`src/rtl/qdr_reset_sequencer_pkg.sv`:
```
// Shared definitions for the QDR reset/calibration sequencer.
// Latency: n/a (types, constants and a decode helper only).
// Backpressure: n/a.
package qdr_reset_sequencer_pkg;

   // Width of the shared reset/calibration cycle counter.
   localparam int QDR_CNT_W = 24;

   typedef enum logic [1:0] {
      QDR_SEQ_RESET    = 2'd0,
      QDR_SEQ_WAIT_CAL = 2'd1,
      QDR_SEQ_READY    = 2'd2,
      QDR_SEQ_FAILED   = 2'd3
   } qdr_seq_state_t;

   // The sequence counts as in progress while the PHY is in reset or calibrating.
   function automatic logic qdr_seq_busy(input qdr_seq_state_t s);
      return (s == QDR_SEQ_RESET) || (s == QDR_SEQ_WAIT_CAL);
   endfunction

endpackage

```
`src/rtl/qdr_sync_2ff.sv`:
```
// Two-flop level synchroniser with synchronous clear.
// Latency: 2 wb_clk_i cycles from async_in to sync_out.
// Backpressure: none; samples every cycle.
// Ports: wb_clk_i clock, sync_clr synchronous clear (both flops), async_in
//        level from a foreign domain, sync_out synchronised level.
module qdr_sync_2ff (
   input  logic wb_clk_i,
   input  logic sync_clr,
   input  logic async_in,
   output logic sync_out
);

   logic meta;

   always_ff @(posedge wb_clk_i) begin
      if (sync_clr) begin
         meta     <= 1'b0;
         sync_out <= 1'b0;
      end else begin
         meta     <= async_in;
         sync_out <= meta;
      end
   end

endmodule

```
`src/rtl/qdr_reset_sequencer.sv`:
```
// QDR PHY reset and calibration sequencer with timeout and bounded retries.
// Latency: outputs registered; phy_ready follows phy_cal_done by 3 cycles, phy_reset follows qdr_reset_req by 1.
// Backpressure: none; the restart strobe and PHY status are consumed every cycle.
// Ports: wb_clk_i/wb_rst_i clock and sync active-high reset; qdr_reset_req restart
//        strobe; phy_cal_done/phy_cal_fail async PHY status; phy_reset, phy_ready,
//        cal_fail, retry_count, seq_busy registered control/status outputs.
module qdr_reset_sequencer
   import qdr_reset_sequencer_pkg::*;
#(
   parameter int unsigned RESET_CYCLES = 64,
   parameter int unsigned CAL_TIMEOUT  = 1000000,
   parameter int unsigned MAX_RETRIES  = 3
) (
   input  logic       wb_clk_i,
   input  logic       wb_rst_i,
   input  logic       qdr_reset_req,
   input  logic       phy_cal_done,
   input  logic       phy_cal_fail,
   output logic       phy_reset,
   output logic       phy_ready,
   output logic       cal_fail,
   output logic [1:0] retry_count,
   output logic       seq_busy
);

   localparam logic [QDR_CNT_W-1:0] RST_LAST = QDR_CNT_W'(RESET_CYCLES - 1);
   localparam logic [QDR_CNT_W-1:0] CAL_LAST = QDR_CNT_W'(CAL_TIMEOUT - 1);
   localparam logic [1:0]           MAX_R    = 2'(MAX_RETRIES);

   qdr_seq_state_t       state_q, state_d;
   logic [QDR_CNT_W-1:0] cnt_q, cnt_d;
   logic [1:0]           retry_q, retry_d;
   logic                 done_s, fail_s;
   logic                 attempt_fail;
   logic                 phy_reset_d, phy_ready_d, cal_fail_d, seq_busy_d;

   qdr_sync_2ff u_sync_done (
      .wb_clk_i (wb_clk_i),
      .sync_clr (wb_rst_i),
      .async_in (phy_cal_done),
      .sync_out (done_s)
   );

   qdr_sync_2ff u_sync_fail (
      .wb_clk_i (wb_clk_i),
      .sync_clr (wb_rst_i),
      .async_in (phy_cal_fail),
      .sync_out (fail_s)
   );

   // State, counter and retry register.
   always_ff @(posedge wb_clk_i) begin
      if (wb_rst_i) begin
         state_q <= QDR_SEQ_RESET;
         cnt_q   <= '0;
         retry_q <= '0;
      end else begin
         state_q <= state_d;
         cnt_q   <= cnt_d;
         retry_q <= retry_d;
      end
   end

   // Next-state logic. The restart strobe is applied last so it overrides
   // any same-cycle done, fail or timeout outcome.
   always_comb begin
      state_d      = state_q;
      cnt_d        = cnt_q + 24'd1;
      retry_d      = retry_q;
      attempt_fail = 1'b0;
      case (state_q)
         QDR_SEQ_RESET: begin
            if (cnt_q == RST_LAST) begin
               state_d = QDR_SEQ_WAIT_CAL;
               cnt_d   = '0;
            end
         end
         QDR_SEQ_WAIT_CAL: begin
            if (fail_s) begin
               attempt_fail = 1'b1;
            end else if (done_s) begin
               state_d = QDR_SEQ_READY;
               cnt_d   = '0;
            end else if (cnt_q == CAL_LAST) begin
               attempt_fail = 1'b1;
            end
         end
         QDR_SEQ_READY: begin
            cnt_d = '0;
            // Calibration lost: restart the whole sequence with a fresh retry budget.
            if (!done_s) begin
               state_d = QDR_SEQ_RESET;
               retry_d = '0;
            end
         end
         QDR_SEQ_FAILED: begin
            cnt_d = '0;
         end
      endcase

      if (attempt_fail) begin
         cnt_d = '0;
         if (retry_q < MAX_R) begin
            retry_d = retry_q + 2'd1;
            state_d = QDR_SEQ_RESET;
         end else begin
            state_d = QDR_SEQ_FAILED;
         end
      end

      if (qdr_reset_req) begin
         state_d = QDR_SEQ_RESET;
         cnt_d   = '0;
         retry_d = '0;
      end
   end

   // Output decode from the next state, so the registered outputs line up
   // with the state they describe.
   always_comb begin
      phy_reset_d = (state_d == QDR_SEQ_RESET);
      phy_ready_d = (state_d == QDR_SEQ_READY);
      cal_fail_d  = (state_d == QDR_SEQ_FAILED);
      seq_busy_d  = qdr_seq_busy(state_d);
   end

   always_ff @(posedge wb_clk_i) begin
      if (wb_rst_i) begin
         phy_reset <= 1'b1;
         phy_ready <= 1'b0;
         cal_fail  <= 1'b0;
         seq_busy  <= 1'b1;
      end else begin
         phy_reset <= phy_reset_d;
         phy_ready <= phy_ready_d;
         cal_fail  <= cal_fail_d;
         seq_busy  <= seq_busy_d;
      end
   end

   assign retry_count = retry_q;

endmodule

```
`config.mk`:
```
export PLATFORM = sky130hd
export DESIGN_NAME = qdr_reset_sequencer
export DESIGN_NICKNAME = d
export VERILOG_FILES = /design/src/rtl/qdr_reset_sequencer_pkg.sv /design/src/rtl/qdr_sync_2ff.sv /design/src/rtl/qdr_reset_sequencer.sv
export SDC_FILE = /design/constraint.sdc
export NUM_CORES = 1
export LEC_CHECK = 0
export ABC_AREA = 1
export BUFFER_PORTS_ARGS = -buffer_cell sky130_fd_sc_hd__buf_2
export CAP_MARGIN = 20
export CORE_ASPECT_RATIO = 0.6
export CORE_MARGIN = 8
export CORE_UTILIZATION = 50
export DETAILED_ROUTE_END_ITERATION = 8
export GPL_ROUTABILITY_DRIVEN = 0
export GPL_TIMING_DRIVEN = 0
export PLACE_DENSITY = 0.7
export SYNTH_ARGS = -nofsm -noshare
export SYNTH_HDL_FRONTEND = slang
export SYNTH_SLANG_ARGS = --single-unit
```
`constraint.sdc`:
```
create_clock -name wb_clk_i -period 1.5 [get_ports wb_clk_i]
set_input_delay 0.375 -clock wb_clk_i [delete_from_list [all_inputs] [get_ports wb_clk_i]]
set_output_delay 0.375 -clock wb_clk_i [all_outputs]
set_load 0.005 [all_outputs]
```
==> results of run 1 <==
[through the flow]
step / utilization, % / cells / power, mW
floorplan: - / 253 / 1.015
global placement: 56.55 / 308 / 1.029
detailed placement: 56.55 / 308 / 1.030
CTS: 64.87 / 327 / 1.896
global route: 68.30 / 332 / 1.953
finish: 68.30 / 332 / 1.890
[path summary, 6_finish.rpt]
path                                        from                    to  slack (ns)  cells after the start
worst min-delay path                phy_cal_fail      u_sync_fail.meta        0.29                      3
worst min register to register  u_sync_done.meta  u_sync_done.sync_out        0.40                      2
worst max register to register          cnt_q[1]              cnt_q[3]       -0.03                     11
worst max-delay path                    cnt_q[1]              cnt_q[3]       -0.03                     11
[repair_timing]
item                       in CTS  in global routing
cloned                          2                  0
gates resized for setup        27                 31
setup endpoints to repair      32                 32
pin swaps                       9                  2
setup buffers                   9                  5
[tightest hold or removal path: cells and delay by family]
family	cells	cell delay, ns
simple gates	1	0.03
buf+inv	2	0.14
[kinds of logic after synthesis]
logic type / count (synthesis) / share of synthesized area (%)
buf+inv: 36 / 8.056
xor+xnor: 21 / 10.39
flops: 36 / 40.71
compound gates: 8 / 2.544
fa+ha+maj: 2 / 1.413
simple gates: 150 / 36.89
[cell type report]
| type | instances | area [µm²] | area share [%] |
|---|---|---|---|
| buffer | 2 | 22.52 | 0.9923 |
| multi-input combinational | 181 | 1036 | 45.64 |
| tap | 45 | 56.30 | 2.481 |
| inverter | 34 | 127.6 | 5.623 |
| clock buffer | 5 | 68.82 | 3.032 |
| timing repair buffer | 26 | 177.7 | 7.828 |
| sequential | 36 | 738.2 | 32.52 |
| clock inverter | 3 | 42.54 | 1.874 |
[power by group through the flow]
stage	sequential [mW]	clock, mW	combinational, mW
2_1_floorplan	0.988	0	0.0273
3_3_place_gp	0.988	0	0.0408
3_5_place_dp	0.989	0	0.0417
4_1_cts	0.967	0.867	0.0618
5_1_grt	0.966	0.914	0.0732
6_report	0.965	0.858	0.0661
[flip-flops by register name, indices dropped and copies added (netlist names)]
register / count
cal_fail: 1
cnt_q: 24
phy_ready: 1
phy_reset: 1
retry_count: 2
seq_busy: 1
state_q: 2
u_sync_done.meta: 1
u_sync_done.sync_out: 1
u_sync_fail.meta: 1
u_sync_fail.sync_out: 1
[metal layers]
metal | vias up | global-route usage (%)
met1 | 756 | 23.03
met5 | - | 0
met2 | 50 | 22.01
met4 | 0 | 4.091
met3 | 4 | 5.396
li1 | 853 | -
[cell usage after synthesis]
master / number
ha_1: 2
nand2_2: 2
nor2_4: 1
nor3_1: 6
a21oi_1: 2
xnor2_1: 5
o21ai_0: 4
nand2_1: 50
inv_1: 34
nand3_1: 15
xor2_1: 16
a21boi_0: 2
nor3_2: 2
nor2_1: 63
buf_4: 2
nand3_2: 3
nand4_1: 8
dfxtp_1: 36
==> flow_summary.ini, run 1 <==
[outcome]
status = finished with violations
violations = setup timing

[routing]
top_layer = met4
dr.pass1.iters = 4
antenna_left = 0
dr_total_vias = 1663
wl_per_cell_um = 13.46
vias_per_cell = 5.009
drc = 0
initialDrtViolationCount = 132
wl_met3_um = 266
detail_route.wirelength_mm = 4.468
wl_met1_mm = 2.368
wl_met2_mm = 1.806

[timing]
rsz0062_at_grt = true
holdWs_ns = 0.2859
fin_crit_ns = 1.527
fin_ws_ns = -0.02672
finalClockSkew_ns = 0.003485
relSlewSlack_pct = 59.92
worst_pin_slew_ns = 0.5991
tns_ns = -0.2042
finalSetupViolCount = 21
max_freq_mhz = 655.0
slew_viol_final = 0
finalHoldViolCount = 0
fin_crit_sh_pct = 101.8

[cells_and_area]
stdcell_area_mm2 = 0.002270
synthToLayoutAreaGrowth_pct = 28.20
drive_gt1_share_pct = 31.01
nets = 293
layout_commonest_cell = nand2_1
mostFrequentLayoutCells = nand2_1 (47), nor2_1 (42), inv_1 (30)
antenna_cells = 0
nFillCells = 303

[clock_network]
root_buffer = clkbuf_8
htreeDepth = 2
path_clk_slew_ns = 0.07
cts_tree = yes
cts-buffers-inserted = 5
cts_sinks = 36
cts-hold-fix-buffers = 0
clock_latency_ns = 0.29
cts_max_path_buffers = 2

[pwr]
pwr_density_cell_mw_per_mm2 = 832.5
irDropWorstVdd_v = 0.0006166
swShare_pct = 21.55
p_seq_share_pct = 51.1
pwr-share-comb_pct = 3.5
p_clk_share_pct = 45.4
p_leak_nw = 0.9076
p_int_mw = 1.482
p_sw_mw = 0.4072

[logic_synthesis]
syn-cell-area_mm2 = 0.001770
syn-num-nets = 260
synth_top_area_share_pct = 40.71
synth-seq-cells = 36
synth_top_area_cell = dfxtp_1
yosysWarnings = 0
synth-seq-area-share_pct = 40.71
syn_inst = 253
synthTopCellsByArea = dfxtp_1 (41%), nor2_1 (13%), nand2_1 (11%)
synth.avg_cell_area_um2 = 6.998
ys_types = 18

[placement]
post-place-ws_ns = -0.3149
place_area_mm2 = 0.001879
port_buffers = 10
hpwl_mm = 3.035

[critical_path]
critPathTopFamily = simple AND/OR/NAND/NOR gates
crit_type = flop to flop
critPathBufInv = 2
crit_arrival_ns = 1.70
critPathMaxStageDelay_ns = 0.35
path_cells = ha_4, nand3_4, inv_2, nand2_2, nor2_1, nand2_1, nand2_2, nand2_4, nand3_4, buf_6, nor2_2
cpMaxStageDelayCell = dfxtp_2
crit_path_start_kind = flop
cp.required_ns = 1.68
path_max_fanout = 6
worstSetupEndpointType = flop

[floorplanning]
die_y_um = 62.10
dieArea_mm2 = 0.005764
coreArea_mm2 = 0.003323
rows = 16
die_w_um = 92.82
start_util_pct = 53.28
io_pins = 11

[min_path]
hp-class = input port to flop

[job]
maxCapViolations = 0

[global_route]
grt_pass1_vias = 1507
groute.usage.overall_pct = 16.06
grt_remaining_overflow = 0
grt_pass1_wl_mm = 7.065
antenna_found_initial = 0
grt_start_max_net_pins = 13
No activity file was read; power rests on OpenSTA's default activity.
==> run 2: changes to the inputs <==
--- a/config.mk
+++ b/config.mk
@@ -9,12 +9,14 @@
 export BUFFER_PORTS_ARGS = -buffer_cell sky130_fd_sc_hd__buf_2
 export CAP_MARGIN = 20
 export CORE_ASPECT_RATIO = 0.6
-export CORE_MARGIN = 8
+export CORE_MARGIN = 2
 export CORE_UTILIZATION = 50
+export CTS_BUF_LIST = sky130_fd_sc_hd__clkbuf_2
 export DETAILED_ROUTE_END_ITERATION = 8
 export GPL_ROUTABILITY_DRIVEN = 0
 export GPL_TIMING_DRIVEN = 0
 export PLACE_DENSITY = 0.7
+export RECOVER_POWER = 100
 export SYNTH_ARGS = -nofsm -noshare
 export SYNTH_HDL_FRONTEND = slang
 export SYNTH_SLANG_ARGS = --single-unit
==> run 2 against run 1 <==
Final cell count down 0.60%. Routed wire length down 6.5%. Critical endpoint is now cnt_q[16]. Non-clock buffer count down 2. Clock skew up 0.015 ns. Largest power group unchanged. Power down 13%. The run still ends with setup timing left. Largest cell class unchanged.
==> flow_summary.ini, run 2 (synthesis results as in run 1) <==
[outcome]
status = finished with violations
violations = setup timing

[timing]
relSlewSlack_pct = 59.48
rsz0062_at_grt = true
fin_ws_ns = -0.03620
slew_viol_final = 0
max_freq_mhz = 651.0
finalSetupViolCount = 24
fin_crit_sh_pct = 102.4
holdWs_ns = 0.1543
finalHoldViolCount = 0
fin_crit_ns = 1.536
finalClockSkew_ns = 0.01875
tns_ns = -0.5800
worst_pin_slew_ns = 0.6056

[placement]
port_buffers = 10
hpwl_mm = 2.847
placedCellCount = 308
place_area_mm2 = 0.001879
post-place-ws_ns = -0.2962

[floorplanning]
die_y_um = 50.10
coreArea_mm2 = 0.003323
start_util_pct = 53.28
dieArea_mm2 = 0.004049
die_w_um = 80.82
rows = 16
io_pins = 11

[critical_path]
critPathMaxStageDelay_ns = 0.39
crit_type = flop to flop
crit_arrival_ns = 1.85
crit_path_start_kind = flop
cp.required_ns = 1.82
path_max_fanout = 4
critPathBufInv = 1
critPathTopFamily = simple AND/OR/NAND/NOR gates
path_cells = ha_4, nand3_4, buf_4, nor3_4, nand2_2, nor3_2, xor2_1, nor2_1
worstSetupEndpointType = flop
cpMaxStageDelayCell = dfxtp_2

[clock_network]
cts-buffers-inserted = 5
root_buffer = clkbuf_2
cts_tree = yes
cts_sinks = 36
clock_latency_ns = 0.40
cts_max_path_buffers = 2
path_clk_slew_ns = 0.18
cts-hold-fix-buffers = 0
htreeDepth = 2

[cells_and_area]
antenna_cells = 0
mostFrequentLayoutCells = nor2_1 (53), nand2_1 (45), inv_1 (31)
largest_register_ffs = 24
utilization_pct = 65.85
nets = 291
layout_commonest_cell = nor2_1
drive_gt1_share_pct = 26.67
stdcell_area_mm2 = 0.002188
regMostFlops = cnt_q
fin_cells = 330
synthToLayoutAreaGrowth_pct = 23.60

[routing]
detail_route.wirelength_mm = 4.179
wl_per_cell_um = 12.66
initialDrtViolationCount = 137
drc = 0
dr_total_vias = 1643
antenna_left = 0
dr.pass1.iters = 4
vias_per_cell = 4.979

[min_path]
hp-class = input port to flop

[global_route]
antenna_found_initial = 0
grt_pass1_vias = 1493
grt_remaining_overflow = 0
groute.usage.overall_pct = 23.33
grt_start_max_net_pins = 12
grt_pass1_wl_mm = 6.989

[pwr]
pwr_density_cell_mw_per_mm2 = 753.5
power.total_mw = 1.649
irDropWorstVdd_v = 0.0006592
p_leak_nw = 0.9001

[job]
maxCapViolations = 0
## run 2: cell count changes in the layout (fill, tap and decap cells not counted), sizes merged
cell,delta
clkinvlp,-1
clkbuf,+3
buf,-4
## run 2: path summary, 6_finish.rpt
path	start	end	slack, ns	cells past startpoint
worst max-delay path	cnt_q[0]	cnt_q[16]	-0.04	8
worst min-delay path	phy_cal_fail	u_sync_fail.meta	0.15	3
worst max register to register	cnt_q[0]	cnt_q[16]	-0.04	8
worst min register to register	u_sync_fail.meta	u_sync_fail.sync_out	0.41	2
## run 2: timing repair
item	4_1_cts	5_1_grt
pin swaps	6	4
setup endpoints to repair	32	32
setup buffers	8	4
gates cloned	2	0
endpoints found under the hold margin	0	0
resized for setup	26	24
## run 2: metal layers
metal,global-route usage (%),share of wire [%],up-vias
met5,0,0,-
met4,6.780,1.1,0
met3,6.777,7.1,7
met2,29.20,39,47
met1,37.22,52,736
li1,-,-,853
## run 2: worst register-to-register path: stages (launching register included)
cell     delay, ns
dfxtp_2       0.39
ha_4          0.15
nand3_4       0.09
buf_4         0.16
nor3_4        0.22
nand2_2       0.12
nor3_2        0.14
xor2_1        0.16
nor2_1        0.05
## run 2: final cells by class
type                    instances  area, µm²
fillers                       324       1135
repair buffers                 24      156.4
plain buffers                   2      22.52
clock buffers                   6      30.03
flip-flops and latches         36      742.0
multi-input cells             181       1018
clock inverters                 2      35.03
inverters                      34      127.6
well taps                      45      56.30
## run 2: report_power, final
part / switching, mW / internal, mW / total, mW
registers: 0.00484 / 0.962 / 0.966
logic: 0.0332 / 0.0270 / 0.0602
clock network: 0.336 / 0.287 / 0.622
==> run 3: changes to the inputs <==
--- a/config.mk
+++ b/config.mk
@@ -8,15 +8,19 @@
 export ABC_AREA = 1
 export BUFFER_PORTS_ARGS = -buffer_cell sky130_fd_sc_hd__buf_2
 export CAP_MARGIN = 20
+export CELL_PAD_IN_SITES_DETAIL_PLACEMENT = 0
+export CELL_PAD_IN_SITES_GLOBAL_PLACEMENT = 2
 export CORE_ASPECT_RATIO = 0.6
 export CORE_MARGIN = 2
-export CORE_UTILIZATION = 50
+export CORE_UTILIZATION = 32
 export CTS_BUF_LIST = sky130_fd_sc_hd__clkbuf_2
 export DETAILED_ROUTE_END_ITERATION = 8
 export GPL_ROUTABILITY_DRIVEN = 0
 export GPL_TIMING_DRIVEN = 0
-export PLACE_DENSITY = 0.7
+export HOLD_SLACK_MARGIN = 0.05
+export PLACE_DENSITY_LB_ADDON = 0.1
 export RECOVER_POWER = 100
 export SYNTH_ARGS = -nofsm -noshare
 export SYNTH_HDL_FRONTEND = slang
 export SYNTH_SLANG_ARGS = --single-unit
+export TNS_END_PERCENT = 1
==> run 3 against run 2 <==
Final cell count grew 5.8%. Non-clock buffer count shrank 1. Via count shrank 6.9%. Highest routed layer unchanged. First-iteration DRC count shrank 28%. Clock skew shrank 0.0053 ns. Largest power group unchanged. The run still ends with setup timing left. Worst setup slack lost 0.066 ns. Die area grew 52%. Critical path type unchanged. Fmax shrank 4.1%.
==> flow_summary.ini, run 3 (synthesis results as in run 1) <==
[outcome]
status = finished with violations
violations = setup timing

[cells_and_area]
synthToLayoutAreaGrowth_pct = 23.04
fin_cells = 349
drive_gt1_share_pct = 20.14
regMostFlops = cnt_q
utilization_pct = 41.85
nets = 290
layout_commonest_cell = nor2_1
antenna_cells = 0
mostFrequentLayoutCells = nor2_1 (60), nand2_1 (47), inv_1 (33)
largest_register_ffs = 24
stdcell_area_mm2 = 0.002178

[clock_network]
clock_latency_ns = 0.38
root_buffer = clkbuf_2
path_clk_slew_ns = 0.19
cts_sinks = 36
htreeDepth = 2
cts-buffers-inserted = 5
cts_tree = yes
cts_max_path_buffers = 2

[critical_path]
critPathTopFamily = simple AND/OR/NAND/NOR gates
worstSetupEndpointType = flop
rr_worst_depth = 12
crit_path_start_kind = flop
critPathMaxStageDelay_ns = 0.40
crit_type = flop to flop
cpMaxStageDelayCell = dfxtp_2
cp-startpoint = cnt_q[0]
critPathBufInv = 3
crit_arrival_ns = 1.90
path_cells = ha_4, nand3_4, inv_2, nand2_2, nor2_1, nand2_1, nand2_2, nand2_4, nand3_4, buf_12, buf_8, nor2_1
rrSetupSlack_ns = -0.10
reg2reg_to = cnt_q[6]
path_max_fanout = 5
cp.required_ns = 1.79
reg2reg_from = cnt_q[0]

[global_route]
grt_pass1_vias = 1359
grt_use_met3_pct = 4.427
antenna_found_initial = 0
grtUsageMet1_pct = 27.41
groute.usage.overall_pct = 16.14
grt_use_met2_pct = 17.57
grt_remaining_overflow = 0
grt_start_max_net_pins = 11
grt_pass1_wl_mm = 7.238
top_usage_layer = met1

[routing]
wl_per_cell_um = 12.87
initialDrtViolationCount = 98
vias_per_cell = 4.384
dr.pass1.iters = 4
dr_total_vias = 1530
antenna_left = 0
detail_route.wirelength_mm = 4.493
drc = 0

[min_path]
hp-class = input port to flop
min_from = phy_cal_done
hold_path_depth = 3
min_to = u_sync_done.meta

[timing]
finalClockSkew_ns = 0.01349
worst_pin_slew_ns = 0.6162
finalSetupViolCount = 28
fin_crit_ns = 1.602
finalHoldViolCount = 0
relSlewSlack_pct = 58.77
rsz0062_at_grt = true
tns_ns = -2.153
max_freq_mhz = 624.1
slew_viol_final = 0
fin_crit_sh_pct = 106.8
holdWs_ns = 0.1603
fin_ws_ns = -0.1023

[placement]
hpwl_mm = 3.391
post-place-ws_ns = -0.3461
port_buffers = 10
place_area_mm2 = 0.001906
placedCellCount = 329

[pwr]
power.total_mw = 1.484
irDropWorstVdd_v = 0.0002479
pwr_density_cell_mw_per_mm2 = 681.3
p_leak_nw = 0.8858

[floorplanning]
dieArea_mm2 = 0.006163
die_y_um = 61.62
start_util_pct = 34.01
die_w_um = 100.0
coreArea_mm2 = 0.005205
io_pins = 11
rows = 20

[job]
maxCapViolations = 0
==> run 3: worst max-delay path by stage <==
| stage | end | slack [ns] | cells past startpoint |
|---|---|---|---|
| 2_1_floorplan | cnt_q[21] | -0.02 | 11 |
| 3_3_place_gp | cnt_q[17] | -0.35 | 11 |
| 3_5_place_dp | cnt_q[13] | -0.35 | 11 |
| 4_1_cts | cnt_q[13] | -0.09 | 12 |
| 5_1_grt | cnt_q[13] | -0.21 | 12 |
| 6_report | cnt_q[6] | -0.10 | 12 |
==> run 3: worst register-to-register path: cells and delay by family (launching register included) <==
family	cells	cell delay, ns
fa+ha+maj	1	0.16
buf+inv	3	0.32
simple gates	8	0.65
flops	1	0.40
==> run 3: report_power, final <==
part           total, mW  internal, mW  switching (mW)
logic             0.0773        0.0410          0.0363
registers          0.970         0.965         0.00482
clock network      0.436         0.111           0.325
total               1.48          1.12           0.366
==> run 3: area by class of cell <==
cell class                      count  area, µm²
Fill cell                         582       3027
Multi-Input combinational cell    181      996.0
Sequential cell                    36      730.7
Timing Repair Buffer               23      180.2
Clock inverter                      1      5.005
Clock buffer                        6      30.03
Tap cell                           66      82.58
Inverter                           34      127.6
Buffer                              2      26.28
==> run 3: layer usage <==
metal | up-vias | part of all wire, %
li1 | 841 | -
met1 | 657 | 65
met2 | 30 | 31
met3 | 2 | 4.1
met4 | 0 | 0.51
met5 | - | 0
==> run 3: timing repair <==
| item | in CTS | in global routing |
|---|---|---|
| cloned | 2 | 0 |
| setup endpoints to repair | 32 | 32 |
| setup buffers | 8 | 3 |
| resized for setup | 25 | 8 |
| hold buffers | 0 | 0 |
| pin swaps | 6 | 5 |
